### config.mk
export PLATFORM = sky130hd
export DESIGN_NAME = escalonador_quantum
export DESIGN_NICKNAME = d
export VERILOG_FILES = /design/src/rtl/escalonador_quantum.sv
export SDC_FILE = /design/constraint.sdc
export NUM_CORES = 1
export LEC_CHECK = 0
export ABC_AREA = 1
export ABC_CLOCK_PERIOD_IN_PS = 7500
export BUFFER_PORTS_ARGS = -buffer_cell sky130_fd_sc_hd__buf_2
export CAP_MARGIN = 0
export CORE_UTILIZATION = 56
export CTS_BUF_LIST = sky130_fd_sc_hd__clkbuf_2
export CTS_CLUSTER_SIZE = 8
export DETAILED_ROUTE_END_ITERATION = 10
export GPL_TIMING_DRIVEN = 0
export MAX_ROUTING_LAYER = met4
export PLACE_DENSITY_LB_ADDON = 0.15
export RECOVER_POWER = 25
export SLEW_MARGIN = 25
export SYNTH_ARGS = -nofsm -noshare
export SYNTH_HDL_FRONTEND = slang
export SYNTH_SLANG_ARGS = --single-unit
### constraint.sdc
create_clock -name clock -period 7.5 [get_ports clock]
set_input_delay 0.375 -clock clock [delete_from_list [all_inputs] [get_ports clock]]
set_output_delay 0.375 -clock clock [all_outputs]
set_load 0.02 [all_outputs]
### src/rtl/escalonador_quantum.sv
// Round-robin preemptive scheduler for NUM_PROG program slots.
// Owns the saved-PC table, counts retired instructions against a programmable
// quantum and sequences SAVE -> SELECT -> LOAD context switches, stalling the
// processor (switching=1) while a switch is in flight.
module escalonador_quantum #(
   parameter int NUM_PROG        = 4,
   parameter int PC_WIDTH        = 32,
   parameter int QUANTUM_WIDTH   = 16,
   parameter int DEFAULT_QUANTUM = 100,
   localparam int ID_WIDTH       = $clog2(NUM_PROG)
) (
   input  logic                     clock,
   input  logic                     reset,
   input  logic                     reg_valid,
   input  logic [ID_WIDTH-1:0]      reg_id,
   input  logic [PC_WIDTH-1:0]      reg_pc,
   input  logic                     start,
   input  logic                     instr_retired,
   input  logic                     stop,
   input  logic                     def_quantum,
   input  logic [QUANTUM_WIDTH-1:0] quantum_in,
   input  logic                     next_program,
   input  logic                     end_program,
   input  logic [PC_WIDTH-1:0]      pc_current,
   output logic                     load_pc,
   output logic [PC_WIDTH-1:0]      pc_out,
   output logic [ID_WIDTH-1:0]      current_id,
   output logic                     switching,
   output logic [NUM_PROG-1:0]      ready_mask,
   output logic                     all_done
);

   typedef enum logic [2:0] {
      ST_IDLE, ST_RUN, ST_SAVE, ST_SELECT, ST_LOAD, ST_DONE
   } state_t;

   localparam logic [QUANTUM_WIDTH-1:0] Q_ONE = QUANTUM_WIDTH'(1);

   state_t                     state_q, state_d;
   logic [ID_WIDTH-1:0]        current_id_q, current_id_d;
   logic [NUM_PROG-1:0]        ready_q, ready_d;
   logic [PC_WIDTH-1:0]        pc_out_q, pc_out_d;
   logic [QUANTUM_WIDTH-1:0]   quantum_q, quantum_d;
   logic [QUANTUM_WIDTH-1:0]   counter_q, counter_d;
   logic [PC_WIDTH-1:0]        tbl_q [NUM_PROG];
   logic [PC_WIDTH-1:0]        tbl_d [NUM_PROG];

   logic                       sel_found;
   logic [ID_WIDTH-1:0]        sel_id;
   logic                       retire_ok;
   logic                       expiry;

   // Round-robin search: lowest offset from current_id+1 wins, current_id last.
   always_comb begin
      int idx;
      sel_found = 1'b0;
      sel_id    = current_id_q;
      for (int k = NUM_PROG; k >= 1; k--) begin
         idx = (int'(current_id_q) + k) % NUM_PROG;
         if (ready_q[ID_WIDTH'(idx)]) begin
            sel_found = 1'b1;
            sel_id    = ID_WIDTH'(idx);
         end
      end
   end

   // Next-state, counter, quantum and table update logic.
   always_comb begin
      state_d      = state_q;
      current_id_d = current_id_q;
      ready_d      = ready_q;
      pc_out_d     = pc_out_q;
      quantum_d    = quantum_q;
      counter_d    = counter_q;
      tbl_d        = tbl_q;
      retire_ok    = instr_retired & ~stop;
      expiry       = retire_ok & (counter_q >= (quantum_q - Q_ONE));

      // A zero quantum would never let a program run; such writes are dropped.
      if (def_quantum && (quantum_in != '0)) begin
         quantum_d = quantum_in;
      end

      case (state_q)
         ST_IDLE, ST_DONE: begin
            if (reg_valid && (int'(reg_id) < NUM_PROG)) begin
               tbl_d[reg_id]   = reg_pc;
               ready_d[reg_id] = 1'b1;
            end
            if (start && (ready_q != '0)) begin
               state_d = ST_SELECT;
            end
         end
         ST_RUN: begin
            if (retire_ok && (counter_q != '1)) begin
               counter_d = counter_q + Q_ONE;
            end
            // A finished program has nothing worth saving, so it skips SAVE.
            if (end_program) begin
               ready_d[current_id_q] = 1'b0;
               state_d               = ST_SELECT;
            end else if (next_program || expiry) begin
               state_d = ST_SAVE;
            end
         end
         ST_SAVE: begin
            tbl_d[current_id_q] = pc_current;
            state_d             = ST_SELECT;
         end
         ST_SELECT: begin
            if (sel_found) begin
               current_id_d = sel_id;
               pc_out_d     = tbl_q[sel_id];
               state_d      = ST_LOAD;
            end else begin
               state_d = ST_DONE;
            end
         end
         ST_LOAD: begin
            counter_d = '0;
            state_d   = ST_RUN;
         end
         default: state_d = ST_IDLE;
      endcase
   end

   // State registers; reset aborts any switch in progress immediately.
   always_ff @(posedge clock or negedge reset) begin
      if (!reset) begin
         state_q      <= ST_IDLE;
         current_id_q <= '0;
         ready_q      <= '0;
         pc_out_q     <= '0;
         quantum_q    <= QUANTUM_WIDTH'(DEFAULT_QUANTUM);
         counter_q    <= '0;
         for (int i = 0; i < NUM_PROG; i++) begin
            tbl_q[i] <= '0;
         end
      end else begin
         state_q      <= state_d;
         current_id_q <= current_id_d;
         ready_q      <= ready_d;
         pc_out_q     <= pc_out_d;
         quantum_q    <= quantum_d;
         counter_q    <= counter_d;
         tbl_q        <= tbl_d;
      end
   end

   assign load_pc    = (state_q == ST_LOAD);
   assign switching  = (state_q == ST_SAVE) || (state_q == ST_SELECT) || (state_q == ST_LOAD);
   assign all_done   = (state_q == ST_DONE);
   assign pc_out     = pc_out_q;
   assign current_id = current_id_q;
   assign ready_mask = ready_q;

endmodule
==> results_dict.tcl <==
set metrics [dict create \
    status "finished, violations left" \
    violations "capacitance limit, slew limit" \
    synthesis.area_mm2 0.0112 \
    pwr-share-comb_pct 57.8 \
    gp_congestion 0.934 \
    drc 0 \
    dpl.cell_count 1854 \
    routedWlPerCell_um 17.8 \
    start_kind "primary input" \
    fin_crit_sh_pct 68.5 \
    coreArea_mm2 0.0195 \
    drtIter0Drc 1232 \
    r2r-start "quantum_q[0]$_DFFE_PN0P_" \
    hp-class "primary input to flop" \
    worstPathRequired_ns 7.78 \
    grt_antenna_before_repair 1 \
    sequentialPowerShare_pct 29.1 \
    yosysSeqAreaShare_pct 45.0 \
    p_per_area_mw_per_mm2 407 \
    worstPathMaxFanout 56 \
    p_switching_uw 2880 \
    ys_ff_latch 201 \
    synth.avg_cell_area_um2 7.68 \
    cts_max_path_buffers 3 \
    drive_above_1_share_pct 16.8 \
    vdd_drop_max_mv 0.215 \
    cts-root-buf "clkbuf_2" \
    clkTransAtPathRegs_ns 0.09 \
    layout.nets 1892 \
    yosysWarnings 0 \
    worst_pin_slew_ns 3.20 \
    viasPerCell 5.75 \
    syn_inst 1457 \
    finalSetupViolCount 0 \
    synth_edf_count 0 \
    io_pins 132 \
    cp.arrival_ns 5.42 \
    grt_pass1_wl_um 58300 \
    die_h_um 143 \
    areaGrowthSynthToFinish_pct 25.2 \
    initial_core_util_pct 57.3 \
    min-delay-start "pc_current[0]" \
    final_max_slew_viol_count 112 \
    final_common_cell "nand2_1" \
    hold_path_depth 5 \
    stdcell_count 2080 \
    hpwl_um 24100 \
    worstSetupPathType "primary input to async pin" \
    htreeDepth 2 \
    power.internal_uw 2820 \
    ys.flop_type "dfrtp_1" \
    dr_total_vias 11970 \
    slew_headroom_pct -113 \
    rows 51 \
    period_needed_ns 5.14 \
    p_leak_uw 0.00725 \
    dr.pass1.iters 5 \
    grt-ovfl-total 0 \
    syn_nets 1570 \
    grt_max_degree 93 \
    r2r-end "state_q[0]$_DFFE_PN0P_" \
    postCtsSetupBuffers 0 \
    setup_tns_ns 0 \
    yosysUniqueCellTypes 38 \
    die_w_um 143 \
    port_buffers 130 \
    max-cap-violations 2 \
    clkPwrFrac_pct 13.2 \
    cts_tree "yes" \
    rrSetupSlack_ns 2.68 \
    fmax_mhz 195 \
    hold_viol_final 0 \
    whs_ns 0.0458 \
    hold_path_end "tbl_q[0]$_DFFE_PN0P_" \
    rsz0062_at_grt "false" \
    clk_latency_ns 0.90 \
    async_flop_share_pct 100 \
    postRouteAntennaNets 0 \
    layout_common_cells "nand2_1 (367), inv_1 (230), dfrtp_1 (198)" \
    fill_cells 1575 \
    cts.sinks 201 \
    drt_wl_total_um 37100 \
    grt_pass1_vias 11499 \
    endpoint_kind "async pin" \
    p_sw_share_pct 50.5 \
    cts_buffers 53 \
    reg2reg_depth 22 \
    grt_usage_pct 38.1 \
    dieArea_mm2 0.0205 \
    skew_ns 0.0881 \
]
==> critical path, stage by stage <==
cell           delay (ns)
dlygate4sd3_1        0.53
clkbuf_1             2.25
clkbuf_1             2.22
==> Yosys cell counts, types with 2 or more instances <==
| cell type | instances | area [um2] |
|---|---|---|
| xnor2_1 | 5 | 43.8 |
| nor2_4 | 3 | 33.8 |
| buf_2 | 37 | 185 |
| mux2_2 | 9 | 101 |
| o22ai_1 | 128 | 801 |
| ha_1 | 22 | 275 |
| o21ai_0 | 83 | 415 |
| xor2_1 | 9 | 78.8 |
| inv_1 | 230 | 863 |
| dfstp_2 | 3 | 78.8 |
| buf_1 | 9 | 33.8 |
| inv_2 | 9 | 33.8 |
| nand2_4 | 3 | 33.8 |
| nand3_1 | 127 | 636 |
| nand2_1 | 367 | 1380 |
| nor4_1 | 7 | 43.8 |
| o211ai_1 | 18 | 135 |
| a32oi_1 | 4 | 35.0 |
| nor2_1 | 42 | 158 |
| a21oi_1 | 26 | 130 |
| nor3_2 | 2 | 20.0 |
| buf_4 | 10 | 75.1 |
| nor3_1 | 14 | 70.1 |
| buf_6 | 5 | 56.3 |
| nand4_1 | 5 | 31.3 |
| dfrtp_1 | 198 | 4950 |
| o21ai_1 | 44 | 220 |
| nand2_2 | 4 | 25.0 |
| nor2_2 | 2 | 12.5 |
| mux2_1 | 9 | 101 |
| clkbuf_1 | 16 | 60.1 |
==> through the flow <==
step / area, um2 / utilization [%] / total power, uW / setup WS (ns)
floorplan: 11200 / - / 3730 / 4.85
detailed placement: 12200 / 62.7 / 4710 / 4.23
global route: 14000 / 71.7 / 6090 / 1.40
CTS: 14000 / 71.9 / 5580 / 2.69
finish: 14000 / 71.7 / 5700 / 2.36
global placement: 12200 / 62.3 / 4650 / 2.64
==> layer usage <==
layer | part of all wire [%] | wire length, um | GRT usage, % | vias up
met5 | 0 | 0 | - | -
met4 | 4.8 | 1780 | 19.1 | 0
met2 | 45 | 16800 | 58.4 | 773
met1 | 40 | 14700 | 48.2 | 5553
li1 | - | - | - | 5466
met3 | 10 | 3820 | 7.80 | 178
==> flip-flops by register name, summed over array words and instances (netlist names) <==
name        flops
current_id      2
tbl_q         128
quantum_q      16
state_q         3
pc_out         32
counter_q      16
ready_mask      4
==> how the worst max path moves through the flow <==
stage / slack, ns / start / cells after the start / end
final: 2.36 / reset / 3 / state_q[1]$_DFFE_PN0P_
after global routing: 1.40 / reset / 3 / state_q[1]$_DFFE_PN0P_
after CTS: 2.69 / quantum_q[0]$_DFFE_PN0P_ / 22 / state_q[0]$_DFFE_PN0P_
after detailed placement: 4.23 / quantum_q[0]$_DFFE_PN0P_ / 19 / state_q[1]$_DFFE_PN0P_
after global placement: 2.64 / reset / 1 / tbl_q[81]$_DFFE_PN0P_
after floorplan: 4.85 / quantum_q[0]$_DFFE_PN0P_ / 20 / state_q[0]$_DFFE_PN0P_
==> timing repair <==
action | in CTS | in global routing
hold buffers | 135 | 0
endpoints found under the hold margin | 349 | 0
gates resized for setup | 0 | 0
==> power by group through the flow <==
stage	clock network [uW]	registers [uW]	logic (uW)
after floorplan	0	1740	1990
after global placement	0	1660	3000
after detailed placement	0	1670	3040
after CTS	755	1650	3180
after global routing	811	1690	3580
final	751	1660	3290
==> final cells by class <==
type,instances,area [um2],area share [%]
multi-input combinational,940,4850,34.6
antenna,2,5.00,0.0357
inverter,239,897,6.41
clock buffer,80,400,2.86
buffer,77,410,2.93
clock inverter,9,46.3,0.331
timing repair buffer,267,2030,14.5
tap,265,332,2.37
sequential,201,5030,35.9
==> logic make-up (layout without fill, tap and decap cells) <==
| logic type | count (synthesis) | in the layout | synth area share [%] |
|---|---|---|---|
| compound gates | 307 | 307 | 15.9 |
| other cells | 0 | 2 | 0 |
| fa+ha+maj | 22 | 22 | 2.46 |
| mux | 18 | 18 | 1.81 |
| buf+inv | 316 | 672 | 11.7 |
| simple gates | 579 | 579 | 22.0 |
| flops | 201 | 201 | 45.0 |
| xor+xnor | 14 | 14 | 1.10 |
Power figures use the tool's default switching activity.
